$ cat config.mk
export PLATFORM = sky130hd
export DESIGN_NAME = divisor_mantiza
export DESIGN_NICKNAME = d
export VERILOG_FILES = /design/src/rtl/fp_pkg.sv /design/src/rtl/paso_division.sv /design/src/rtl/divisor_mantiza.sv
export SDC_FILE = /design/constraint.sdc
export NUM_CORES = 1
export LEC_CHECK = 0
export CAP_MARGIN = 20
export CORE_UTILIZATION = 40
export DETAILED_ROUTE_END_ITERATION = 16
export SETUP_SLACK_MARGIN = 0.15
export SYNTH_ARGS = -nofsm -noshare
export SYNTH_HDL_FRONTEND = slang
export SYNTH_SLANG_ARGS = --single-unit
$ cat constraint.sdc
create_clock -name i_clk -period 2.53 [get_ports i_clk]
set_input_delay 0.253 -clock i_clk [delete_from_list [all_inputs] [get_ports i_clk]]
set_output_delay 0.253 -clock i_clk [all_outputs]
set_load 0.02 [all_outputs]
$ cat src/rtl/fp_pkg.sv
// -----------------------------------------------------------------------------
// fp_pkg
// Shared widths for the 8-bit-mantissa floating-point datapath (multiplier and
// divider). The stored fraction excludes the implicit leading 1.
//   NB_MANTIZA  : stored fraction bits
//   NB_OPERANDO : fraction plus implicit 1
//   NB_COCIENTE : quotient bits produced by the divider (one guard + one spare)
//   NB_RESTO    : partial remainder width (holds up to 2*D-1)
//   NB_CONTADOR : iteration counter width
// -----------------------------------------------------------------------------
package fp_pkg;

  localparam int NB_MANTIZA  = 8;
  localparam int NB_OPERANDO = NB_MANTIZA + 1;
  localparam int NB_COCIENTE = NB_MANTIZA + 2;
  localparam int NB_RESTO    = NB_MANTIZA + 2;
  localparam int NB_CONTADOR = $clog2(NB_COCIENTE);

endpackage

$ cat src/rtl/paso_division.sv
// -----------------------------------------------------------------------------
// paso_division
// One combinational restoring-division step.
//   i_resto      : current partial remainder R
//   i_divisor    : divisor D = {1, m2}
//   o_bit        : quotient bit, (R >= D)
//   o_resto_next : (bit ? R - D : R) << 1
// -----------------------------------------------------------------------------
module paso_division
  import fp_pkg::*;
(
  input  logic [NB_RESTO-1:0]    i_resto,
  input  logic [NB_OPERANDO-1:0] i_divisor,
  output logic                   o_bit,
  output logic [NB_RESTO-1:0]    o_resto_next
);

  logic [NB_RESTO-1:0] divisor_ext;
  logic [NB_RESTO-1:0] resto_sel;

  always_comb begin
    divisor_ext  = {{(NB_RESTO-NB_OPERANDO){1'b0}}, i_divisor};
    o_bit        = (i_resto >= divisor_ext);
    resto_sel    = o_bit ? (i_resto - divisor_ext) : i_resto;
    // resto_sel < D, so its top bit is always 0 and the shift never overflows.
    o_resto_next = resto_sel << 1;
  end

endmodule

$ cat src/rtl/divisor_mantiza.sv
// -----------------------------------------------------------------------------
// divisor_mantiza
// Sequential mantissa divider: (1.m1)/(1.m2) by restoring division, one
// quotient bit per clock, NB_MANTIZA+2 iterations. Returns the normalised,
// truncated fraction and a flag telling the exponent path to decrement.
//   i_clk, i_rst_n     : clock, asynchronous active-low reset
//   i_valid / o_ready  : operand handshake (o_ready high only in IDLE)
//   i_mantiza_1/2      : dividend / divisor fractions
//   o_valid / i_ready  : result handshake
//   o_mantiza          : normalised quotient fraction
//   o_aviso_exponente  : 1 when quotient < 1 (exponent must drop by 1)
//   o_inexacto         : any truncated bit nonzero; only present when the
//                        DIVISOR_MANTIZA_INEXACTO_EN macro is defined
// -----------------------------------------------------------------------------
module divisor_mantiza
  import fp_pkg::*;
(
  input  logic                  i_clk,
  input  logic                  i_rst_n,
  input  logic                  i_valid,
  output logic                  o_ready,
  input  logic [NB_MANTIZA-1:0] i_mantiza_1,
  input  logic [NB_MANTIZA-1:0] i_mantiza_2,
  output logic                  o_valid,
  input  logic                  i_ready,
  output logic [NB_MANTIZA-1:0] o_mantiza,
`ifdef DIVISOR_MANTIZA_INEXACTO_EN
  output logic                  o_inexacto,
`endif
  output logic                  o_aviso_exponente
);

  typedef enum logic [1:0] {IDLE, RUN, DONE} estado_t;

  localparam logic [NB_CONTADOR-1:0] ULTIMA_ITER = NB_CONTADOR'(NB_COCIENTE - 1);

  estado_t                 estado_reg, estado_next;
  logic [NB_RESTO-1:0]     resto_reg;
  logic [NB_COCIENTE-1:0]  cociente_reg;
  logic [NB_OPERANDO-1:0]  divisor_reg;
  logic [NB_CONTADOR-1:0]  contador_reg;
  logic [NB_MANTIZA-1:0]   mantiza_reg;
  logic                    aviso_reg;

  logic                    bit_q;
  logic [NB_RESTO-1:0]     resto_next;
  logic [NB_COCIENTE-1:0]  cociente_next;
  logic [NB_MANTIZA-1:0]   mantiza_norm;
  logic                    aviso_norm;
  logic                    ultima;

  paso_division u_paso (
    .i_resto      (resto_reg),
    .i_divisor    (divisor_reg),
    .o_bit        (bit_q),
    .o_resto_next (resto_next)
  );

  // Normalisation is taken from the quotient including the bit being produced
  // this cycle, so the outputs are ready on the same edge that enters DONE.
  always_comb begin
    cociente_next = (cociente_reg << 1) | {{(NB_COCIENTE-1){1'b0}}, bit_q};
    ultima        = (contador_reg == ULTIMA_ITER);
    if (cociente_next[NB_COCIENTE-1]) begin
      mantiza_norm = cociente_next[NB_COCIENTE-2:1];
      aviso_norm   = 1'b0;
    end else begin
      mantiza_norm = cociente_next[NB_COCIENTE-3:0];
      aviso_norm   = 1'b1;
    end
  end

  // State register
  always_ff @(posedge i_clk or negedge i_rst_n) begin
    if (!i_rst_n) estado_reg <= IDLE;
    else          estado_reg <= estado_next;
  end

  // Next state and handshake outputs
  always_comb begin
    estado_next = estado_reg;
    o_ready     = 1'b0;
    o_valid     = 1'b0;
    case (estado_reg)
      IDLE: begin
        o_ready = 1'b1;
        if (i_valid) estado_next = RUN;
      end
      RUN: begin
        if (ultima) estado_next = DONE;
      end
      DONE: begin
        o_valid = 1'b1;
        if (i_ready) estado_next = IDLE;
      end
      default: estado_next = IDLE;
    endcase
  end

  // Datapath
  always_ff @(posedge i_clk or negedge i_rst_n) begin
    if (!i_rst_n) begin
      resto_reg    <= '0;
      cociente_reg <= '0;
      divisor_reg  <= '0;
      contador_reg <= '0;
      mantiza_reg  <= '0;
      aviso_reg    <= 1'b0;
    end else begin
      case (estado_reg)
        IDLE: begin
          if (i_valid) begin
            divisor_reg  <= {1'b1, i_mantiza_2};
            resto_reg    <= {1'b0, 1'b1, i_mantiza_1};
            cociente_reg <= '0;
            contador_reg <= '0;
          end
        end
        RUN: begin
          resto_reg    <= resto_next;
          cociente_reg <= cociente_next;
          contador_reg <= contador_reg + NB_CONTADOR'(1);
          if (ultima) begin
            mantiza_reg <= mantiza_norm;
            aviso_reg   <= aviso_norm;
          end
        end
        default: ;
      endcase
    end
  end

`ifdef DIVISOR_MANTIZA_INEXACTO_EN
  logic inexacto_reg;

  // Inexact when the leftover remainder is nonzero, or when normalisation by a
  // right shift drops a set quotient LSB.
  always_ff @(posedge i_clk or negedge i_rst_n) begin
    if (!i_rst_n) begin
      inexacto_reg <= 1'b0;
    end else if (estado_reg == RUN && ultima) begin
      inexacto_reg <= (resto_next != '0) ||
                      (cociente_next[0] && cociente_next[NB_COCIENTE-1]);
    end
  end

  assign o_inexacto = inexacto_reg;
`endif

  assign o_mantiza         = mantiza_reg;
  assign o_aviso_exponente = aviso_reg;

endmodule

==> summary.txt <==
Status
  – Status: finished, final reports clean

Synthesis
  – Cell taking the most area after synthesis: dfrtp_1
  – Asr flop ratio synth: 1.000
  – Post-Synthesis Cells: 242
  – Yosys warns: 0
  – Netlist cell types: 49
  – Sequential area share after synthesis: 0.4577
  – Mapped Avg Cell Area: 9.715 µm²
  – Synth top area cells: dfrtp_1, ha_1, nand2_1, mux2i_1, o21ai_0
  – Post-synth top area share: 0.4577
  – Count of flip-flops with a built-in enable after synthesis: 0
  – Synth Flop Type: dfrtp_1
  – Syn nets: 274
  – Mapped Area: 2351 µm²
  – Synthesized flop and latch total: 43

STA
  – Max Slew Vio Count: 0
  – Final worst-path cycle share: 0.9201
  – Slew @ Worst Pin: 0.9590 ns
  – Slew HR: 0.3607
  – TNS Setup: 0 ns
  – FMAX: 0.4296 GHz
  – Final hold slack: 0.09350 ns
  – Hold Fails Final Rpt: 0
  – Setup WS post-layout: 0.2021 ns
  – Crit path time final: 2.328 ns
  – RSZ-0062 raised after global routing: yes
  – Setup violators final: 0
  – Worst Skew: 0.005257 ns

Placement
  – Post-Place Worst Slack: 0.1081 ns
  – DPL Wire Length: 3.265 mm
  – Cell Area, Placed: 2718 µm²
  – Dpl cells: 338
  – Port bufs: 30
  – Routability Congestion: 0.8148

Flow run
  – Max-cap violations: 0

Global route
  – First-pass GRT wire length: 8.542 mm
  – Initial antenna violation count: 0
  – Vias in the first global route: 1794
  – Met2 track demand over resource: 0.2887
  – GR Overflow Total: 0
  – Grt met3 use: 0.03256
  – Largest net degree at the start of global routing: 44
  – All-Layer GR Usage: 0.1772
  – Met1 Use GR: 0.2336
  – Most used routing layer: met2

Die
  – Die Span X: 78.67 µm
  – CORE AREA: 5574 µm²
  – Die Y-Extent: 78.67 µm
  – Starting Density: 0.4218
  – Row count: 27
  – Top Ports: 31
  – Die Area: 6188 µm²

Worst hold path
  – Worst hold-check path type: primary input to async pin

Setup path
  – Kind of critical path: flop to flop
  – Crit start category: flop
  – Worst EP arrival: 2.50 ns
  – Cell Chain, Critical Path: inv_1, ha_2, inv_2, fa_2, a211oi_2, o211ai_1, a21oi_4, buf_6, mux2i_1, o221ai_1
  – CP max FO: 5
  – Max incr delay on CP: 0.40 ns
  – Critical Path RT: 2.70 ns
  – Critical path's slowest cell: dfrtp_1
  – Crit. End Element: flop

Pwr
  – Worst VDD drop: 746.3 µV
  – Net Sw Power: 1.858 mW
  – Sw Share: 0.4329
  – Comb power frac: 0.608
  – Part of the power in the clock network: 0.102
  – Pwr per Cell Area: 1507 nW/µm²
  – Internal power: 2.434 mW
  – Tot Pwr: 4.291 mW
  – Pleak: 1.230 nW
  – Reg power frac: 0.290

Clock network
  – Hold_buf cts: 0
  – Clock Pin Slew Worst Setup and Hold Paths: 0.08 ns
  – Clock root cell: clkbuf_8
  – Number of buffers created by CTS: 5
  – CTS H-tree depth: 2
  – CTS tree: yes
  – CTS Buffer Depth: 2
  – Worst-Skew Late Latency: 0.30 ns
  – Clk sink count: 43

Layout
  – Area growth, synth to finish: 21.13%
  – Antenna Cells: 0
  – Commonest non-fill, non-tap cell in the layout: dfrtp_1
  – Max FFs per register: 10
  – Share of cells above drive strength 1: 0.1155
  – Final Cell Area: 2848 µm²
  – Most frequent cells in the layout: dfrtp_1, nand2_1, clkdlybuf4s50_1
  – Post-Layout Cell Count: 349
  – Final Core Density: 0.5109
  – Final nets: 308

Routing
  – Routed WL: 4.952 mm
  – Routed length per instance: 14.19 µm
  – ANT nets after route: 0
  – Residual DRC: 0
  – DR vias: 1850
  – Drt via density: 5.301
  – Detailed Routing Iterations Pass 1: 4
  – Initial DRC count: 59
[cell families after synthesis]
group,count (synthesis),share of synthesized area
AOI/OAI and AO/OA,72,0.2129
and+or+nand+nor,70,0.1341
DFF,43,0.4577
buffers and inverters,28,0.05748
muxes,13,0.05588
adders and majority gates,12,0.06706
xor gates and xnor gates,4,0.01490
[worst max-delay path, delay by kind of cell (launching register included)]
kind | cells | cell delay (ns)
AOI/OAI and AO/OA | 4 | 0.80
adders and majority gates | 2 | 0.54
DFF | 1 | 0.40
buffers and inverters | 3 | 0.25
muxes | 1 | 0.19
[routing by layer]
| metal | vias up | wire length (µm) | share of wire |
|---|---|---|---|
| met5 | - | 0 | 0 |
| met4 | 0 | 54 | 0.011 |
| met3 | 7 | 191 | 0.039 |
| met2 | 36 | 2346 | 0.47 |
| met1 | 878 | 2360 | 0.48 |
| li1 | 929 | - | - |
[what timing repair did]
item	in CTS	in global routing
setup buffers	0	2
pin swaps	1	7
resized for setup	1	8
gates cloned	0	1
endpoints found under the setup margin	5	9
[cell type report]
| type | instances | area [µm²] |
|---|---|---|
| fill | 543 | 2726 |
| multi-input combinational | 171 | 1161 |
| sequential | 43 | 1076 |
| timing repair buffer | 41 | 382.9 |
| tap | 72 | 90.09 |
| clock buffer | 6 | 72.57 |
| inverter | 14 | 52.55 |
| clock inverter | 2 | 12.51 |
[synth_stat cells, types with 2 or more instances]
| cell type | n |
|---|---|
| dfrtp_1 | 43 |
| nand2_1 | 36 |
| o21ai_0 | 20 |
| nor2_1 | 17 |
| inv_1 | 14 |
| a21oi_1 | 13 |
| mux2i_1 | 12 |
| ha_1 | 11 |
| a22o_1 | 9 |
| clkbuf_1 | 7 |
| o211ai_1 | 4 |
| o221ai_1 | 4 |
| a21o_1 | 3 |
| buf_6 | 3 |
| nand3_1 | 3 |
| a311o_1 | 2 |
| a31oi_1 | 2 |
| buf_2 | 2 |
| nand4_1 | 2 |
| nor2b_1 | 2 |
| o21ai_1 | 2 |
| or4_1 | 2 |
| xnor2_1 | 2 |
| xor2_1 | 2 |
[power groups by stage]
stage	Clock, mW	Sequential (mW)	Combinational [mW]
floorplan	0	1.26	1.87
global placement	0	1.25	2.45
detailed placement	0	1.26	2.47
CTS	0.457	1.24	2.52
global route	0.480	1.29	2.91
finish	0.438	1.24	2.61
[worst paths after layout]
kind / startpoint / end / slack, ns / depth (start not counted)
setup / recovery: resto_reg[0] / resto_reg[2] / 0.20 / 10
hold / removal: i_rst_n / estado_reg[1] / 0.09 / 1
setup reg to reg: resto_reg[0] / resto_reg[2] / 0.20 / 10
hold reg to reg: divisor_reg[8] / divisor_reg[8] / 0.46 / 2
max in group asynchronous: i_rst_n / divisor_reg[3] / 1.83 / 1
min in group i_clk: divisor_reg[8] / divisor_reg[8] / 0.46 / 2
Note: power is estimated with default switching activity, not from simulation.
==> RTL edit 1, RTL diff (same settings) <==
Re-encode `estado_t` (3 values) as one-hot, 3 bits wide.
--- a/src/rtl/divisor_mantiza.sv
+++ b/src/rtl/divisor_mantiza.sv
@@ -31,5 +31,5 @@
 );
 
-  typedef enum logic [1:0] {IDLE, RUN, DONE} estado_t;
+  typedef enum logic [2:0] {IDLE = 3'b001, RUN = 3'b010, DONE = 3'b100} estado_t;
 
   localparam logic [NB_CONTADOR-1:0] ULTIMA_ITER = NB_CONTADOR'(NB_COCIENTE - 1);
Behaviour: no difference found for any inputs over 10 cycles, from zero or initial values and one cycle with i_rst_n low; not proved beyond that.
==> RTL edit 1 against the original RTL <==
First-iteration DRC count is 110% higher; synthesized area is 3.0% higher; highest routed layer unchanged; total power is 4.1% lower; cell area is 7.1% higher; count of clock-buffer cells in the layout stayed put; sequential cell count is 1 higher; critical endpoint is now resto_reg[9]; largest cell class unchanged; critical path depth stayed put; worst setup slack worse by 40 ps; wire length is 6.2% higher; synthesized cell count is 9.1% higher.
==> RTL edit 1: results (changes against the original RTL) <==
----------------------------------------------------
[Logic synthesis]
  Synth cell count leaders ... nand2_1 (48), dfrtp_1 (43), o21ai_0 (19)
  Async SR Flop Fraction ... 1.00 (unchanged)
  Warning count from the yosys run ... 0 (unchanged)
  Net count after synthesis ... 296 (+8.0%)
  Synthesized area per cell ... 9.17 sq um (-5.6%)
  Synth unique cells ... 48 (-2.0%)
  Cell types with the largest area share after synthesis ... dfrtp_1 (44%), nand2_1 (7.4%), ha_1 (5.7%), mux2i_1 (5.4%), o21ai_0 (3.9%)
  Proportion of synthesized chip area in sequential cells ... 0.455 (-0.00239)

[Worst setup path]
  Biggest fanout along the worst timing path ... 3 (-2)
  Worst path arrival time ... 2560 ps (+60 ps)

[Layout]
  Share of cells above drive strength 1 ... 0.122 (+0.00659)
  Fill count ... 531 (-2.2%)
  Final design area excluding fillers ... 3050 sq um (+7.1%)

[STA]
  Worst max-slew margin expressed relative to the limit ... 0.488 (+0.127)
  Maximum clock skew at final layout ... 5.80 ps (+0.541 ps)

[Detailed routing]
  Number of vias in the routed layout ... 1970 (+6.5%)
  Avg WL per Cell ... 14.0 um (-1.2%)
  Drt initial violations ... 122 (+110%)

[GRT]
  Total Routing Usage GR ... 0.194 (+0.0168)
  First-pass GRT wire length ... 9460 um (+11%)
  Maximum number of pins on one net before global-route repair ... 26 (-41%)

[Placement]
  Final Wtd Congestion ... 0.826 (+1.4%)
  Detailed placement HPWL ... 3640 um (+11%)
  Placed standard-cell area ... 2810 sq um (+3.5%)

[Pwr]
  Worst vdd ir ... 0.724 mV (-3.0%)

[Outcome]
  Result of the run ... complete, no violations

----------------------------------------------------
-- RTL edit 1: changes by cell type after synthesis, sizes merged, moves of 3 or more --
cell,unedited run,this run
nand3,3,16
nand2,36,48
a22o,9,0
o221ai,4,0
or3,0,4
a21oi,14,17
and3,0,3
nor2b,3,0
-- RTL edit 1: worst max-delay path: cells and delay by family, from the launching register on --
kind                       cells  cell delay [ps]
AOI/OAI and AO/OA              5             1100
adders and majority gates      2              490
DFF                            1              390
buffers and inverters          3              260
-- RTL edit 1: worst paths after layout --
path	startpoint	to	slack, ps
setup / recovery	resto_reg[0]	resto_reg[9]	160
hold / removal	divisor_reg[8]	divisor_reg[8]	460
setup reg to reg	resto_reg[0]	resto_reg[9]	160
hold reg to reg	divisor_reg[8]	divisor_reg[8]	460
max in group asynchronous	i_rst_n	estado_reg[0]	1410
min in group asynchronous	i_rst_n	divisor_reg[2]	490
-- RTL edit 1: power by group --
part / leakage, nW / switching, mW / internal [mW]
Clock: 0.0614 / 0.259 / 0.323
Combinational: 0.743 / 1.30 / 1.18
Sequential: 0.565 / 0.141 / 0.912
Total: 1.37 / 1.70 / 2.42
-- RTL edit 1: cell type report --
cell class / instances / area (sq um) / area share
clock inverters: 2 / 38.8 / 0.0127
flip-flops and latches: 44 / 1100 / 0.361
inverters: 14 / 52.6 / 0.0172
well taps: 72 / 90.1 / 0.0295
multi-input cells: 191 / 1230 / 0.404
clock buffers: 6 / 82.6 / 0.0271
repair buffers: 46 / 452 / 0.148
-- RTL edit 1: what timing repair did --
action,4_1_cts,5_1_grt
resized for setup,2,10
endpoints found under the hold margin,23,0
hold buffers,1,0
pin swaps,2,1
setup endpoints to repair,10,8
setup buffers,1,4
cloned,0,1
-- RTL edit 1: kinds of logic after synthesis --
kind of cell / Yosys count / synth area share
AND/OR/NAND/NOR: 100 / 0.185
AO/OA/AOI/OAI: 59 / 0.161
flip-flops: 44 / 0.455
buffers and inverters: 29 / 0.0527
multiplexers: 15 / 0.0630
adder cells (fa/ha/maj): 12 / 0.0651
XOR/XNOR: 5 / 0.0181
-- RTL edit 1: per-layer routing --
layer | global-route usage | wire (um)
met3 | 0.0400 | 224
met2 | 0.286 | 2270
met5 | 0 | 0
met1 | 0.281 | 2690
met4 | 0.0661 | 78
-- RTL edit 1: per-stage QoR --
step	power (mW)	instances	setup slack (ps)
after floorplan	2.66	264	166
after global placement	3.18	360	74.3
after detailed placement	3.20	360	-14.4
after CTS	3.86	370	180
after global routing	4.47	375	85.6
final	4.12	375	162
==> RTL edit 2, RTL diff (same flow settings) <==
Without the edit above. The option `DIVISOR_MANTIZA_INEXACTO_EN` is turned on by a define.
--- a/src/rtl/divisor_mantiza.sv
+++ b/src/rtl/divisor_mantiza.sv
@@ -13,4 +13,6 @@
 //                        DIVISOR_MANTIZA_INEXACTO_EN macro is defined
 // -----------------------------------------------------------------------------
+`define DIVISOR_MANTIZA_INEXACTO_EN
+
 module divisor_mantiza
   import fp_pkg::*;
Check against the original RTL (old outputs only; new: o_inexacto): equivalent (Yosys induction, for registers that start in step).
==> RTL edit 2 against the original RTL <==
Clock skew fell by 1.1 ps; fmax fell by 4.5%; clock power rose by 0.9%; sequential share of layout area fell by 1.2 points; synthesized area rose by 2.7%; worst setup slack got worse by 110 ps; wire length rose by 10%; cell area rose by 5.6%; global-route usage rose by 1.4 points; total power rose by 8.0%; sequential cell count rose by 1; largest power group unchanged; highest routed layer unchanged.
==> RTL edit 2: results (changes against the original RTL) <==
----------------------------------------------------
[Outcome]
  Result of the run ... complete, no violations

[GRT]
  Global routing usage on met2 ... 0.281 (-0.00750)
  Via count of the first global-routing pass ... 1858 (+3.6%)
  First-pass GRT wire length ... 9300 um (+8.9%)
  Met3 demand-to-capacity share in global routing ... 0.0354 (+0.00287)
  Grt met1 use ... 0.287 (+0.0531)
  Total Routing Usage GR ... 0.192 (+0.0144)
  Maximum number of pins on one net before global-route repair ... 45 (+2.3%)

[Logic synthesis]
  Mux cell area share after synthesis ... 0.0581 (+0.00218)
  Post-Synth XOR/XNOR Area ... 0.0181 (+0.00324)
  Proportion of synthesized chip area in sequential cells ... 0.456 (-0.00150)
  Synth cell count leaders ... dfrtp_1 (44), nand2_1 (40), o21ai_1 (32)
  Synth unique cells ... 45 (-8.2%)
  Cell types with the largest area share after synthesis ... dfrtp_1 (46%), o21ai_1 (6.6%), nand2_1 (6.2%), mux2i_1 (5.8%), ha_1 (5.7%)
  Cell count after synthesis ... 262 (+8.3%)
  Net count after synthesis ... 294 (+7.3%)
  Seq cells post-synth ... 44 (+2.3%)

[Detailed routing]
  Drt initial violations ... 77 (+31%)
  Final wirelength ... 5450 um (+10%)
  DR WL met3 ... 212 um (+11%)
  Average vias per placed instance ... 5.32 (+0.36%)
  Top routing layer used ... met4
  Number of vias in the routed layout ... 1995 (+7.8%)
  Met2 WL post-DR ... 2430 um (+3.5%)
  Routed metal-1 wire length ... 2750 um (+17%)

[Layout]
  Fill count ... 551 (+1.5%)
  Buffer count excluding the clock tree in the final layout ... 44 (+7.3%)
  Total number of nets in the final design ... 334 (+8.4%)
  Clk cell area share ... 0.0291 (-0.000747)
  Multi-input gate count ... 194 (+13%)
  Area added between synthesis and finish ... 24.6%
  Fraction of cell area in non-clock buffers ... 0.140 (+0.00580)
  Inverter count of the layout excluding clock inverters ... 13 (-1)
  Sequential cell area in the final layout ... 1100 sq um (+2.3%)
  Share of cells above drive strength 1 ... 0.116 (about the same)

[Placement]
  Count of port buffers added during placement ... 31 (+3.3%)
  Minimum setup slack after placement ... 32.0 ps (-76.1 ps)
  Final Wtd Congestion ... 0.875 (+7.3%)
  Detailed placement HPWL ... 3710 um (+14%)

[Worst setup path]
  Crit-path slowest cell ... or4_1
  R2R setup slack ... 90 ps (-110 ps)
  Biggest fanout along the worst timing path ... 4 (-1)
  Critical path's largest stage delay ... 490 ps (+90 ps)
  Worst reg2reg path endpoint ... o_inexacto
  Worst path arrival time ... 2610 ps (+110 ps)
  Crit path max-delay family ... compound AO/OA/AOI/OAI gates

[Pwr]
  Lkg Pwr ... 1.30 nW (+5.8%)
  Worst vdd ir ... 0.698 mV (-6.4%)

[Die]
  Area enclosed by the die boundary ... 6350 sq um (+2.6%)

[STA]
  Maximum clock skew at final layout ... 4.17 ps (-1.09 ps)

----------------------------------------------------
## RTL edit 2: power breakdown
part,internal (mW),total (mW),switching (mW)
sequential,1.03,1.29,0.267
combinational,1.28,2.90,1.61
clock,0.193,0.442,0.250
## RTL edit 2: worst max path at each step
stage / start / endpoint / slack [ps] / depth (start not counted)
finish: resto_reg[0] / o_inexacto / 90 / 10
global route: resto_reg[0] / o_inexacto / -9 / 10
CTS: resto_reg[0] / o_inexacto / 90 / 10
detailed placement: resto_reg[0] / o_inexacto / 30 / 10
global placement: resto_reg[0] / o_inexacto / 70 / 10
floorplan: resto_reg[0] / o_inexacto / 160 / 10
## RTL edit 2: kinds of logic after synthesis
kind of cell,count (synthesis)
multiplexers,14
AND/OR/NAND/NOR,88
XOR/XNOR,5
buffers and inverters,24
AO/OA/AOI/OAI,75
adder cells (fa/ha/maj),12
flip-flops,44
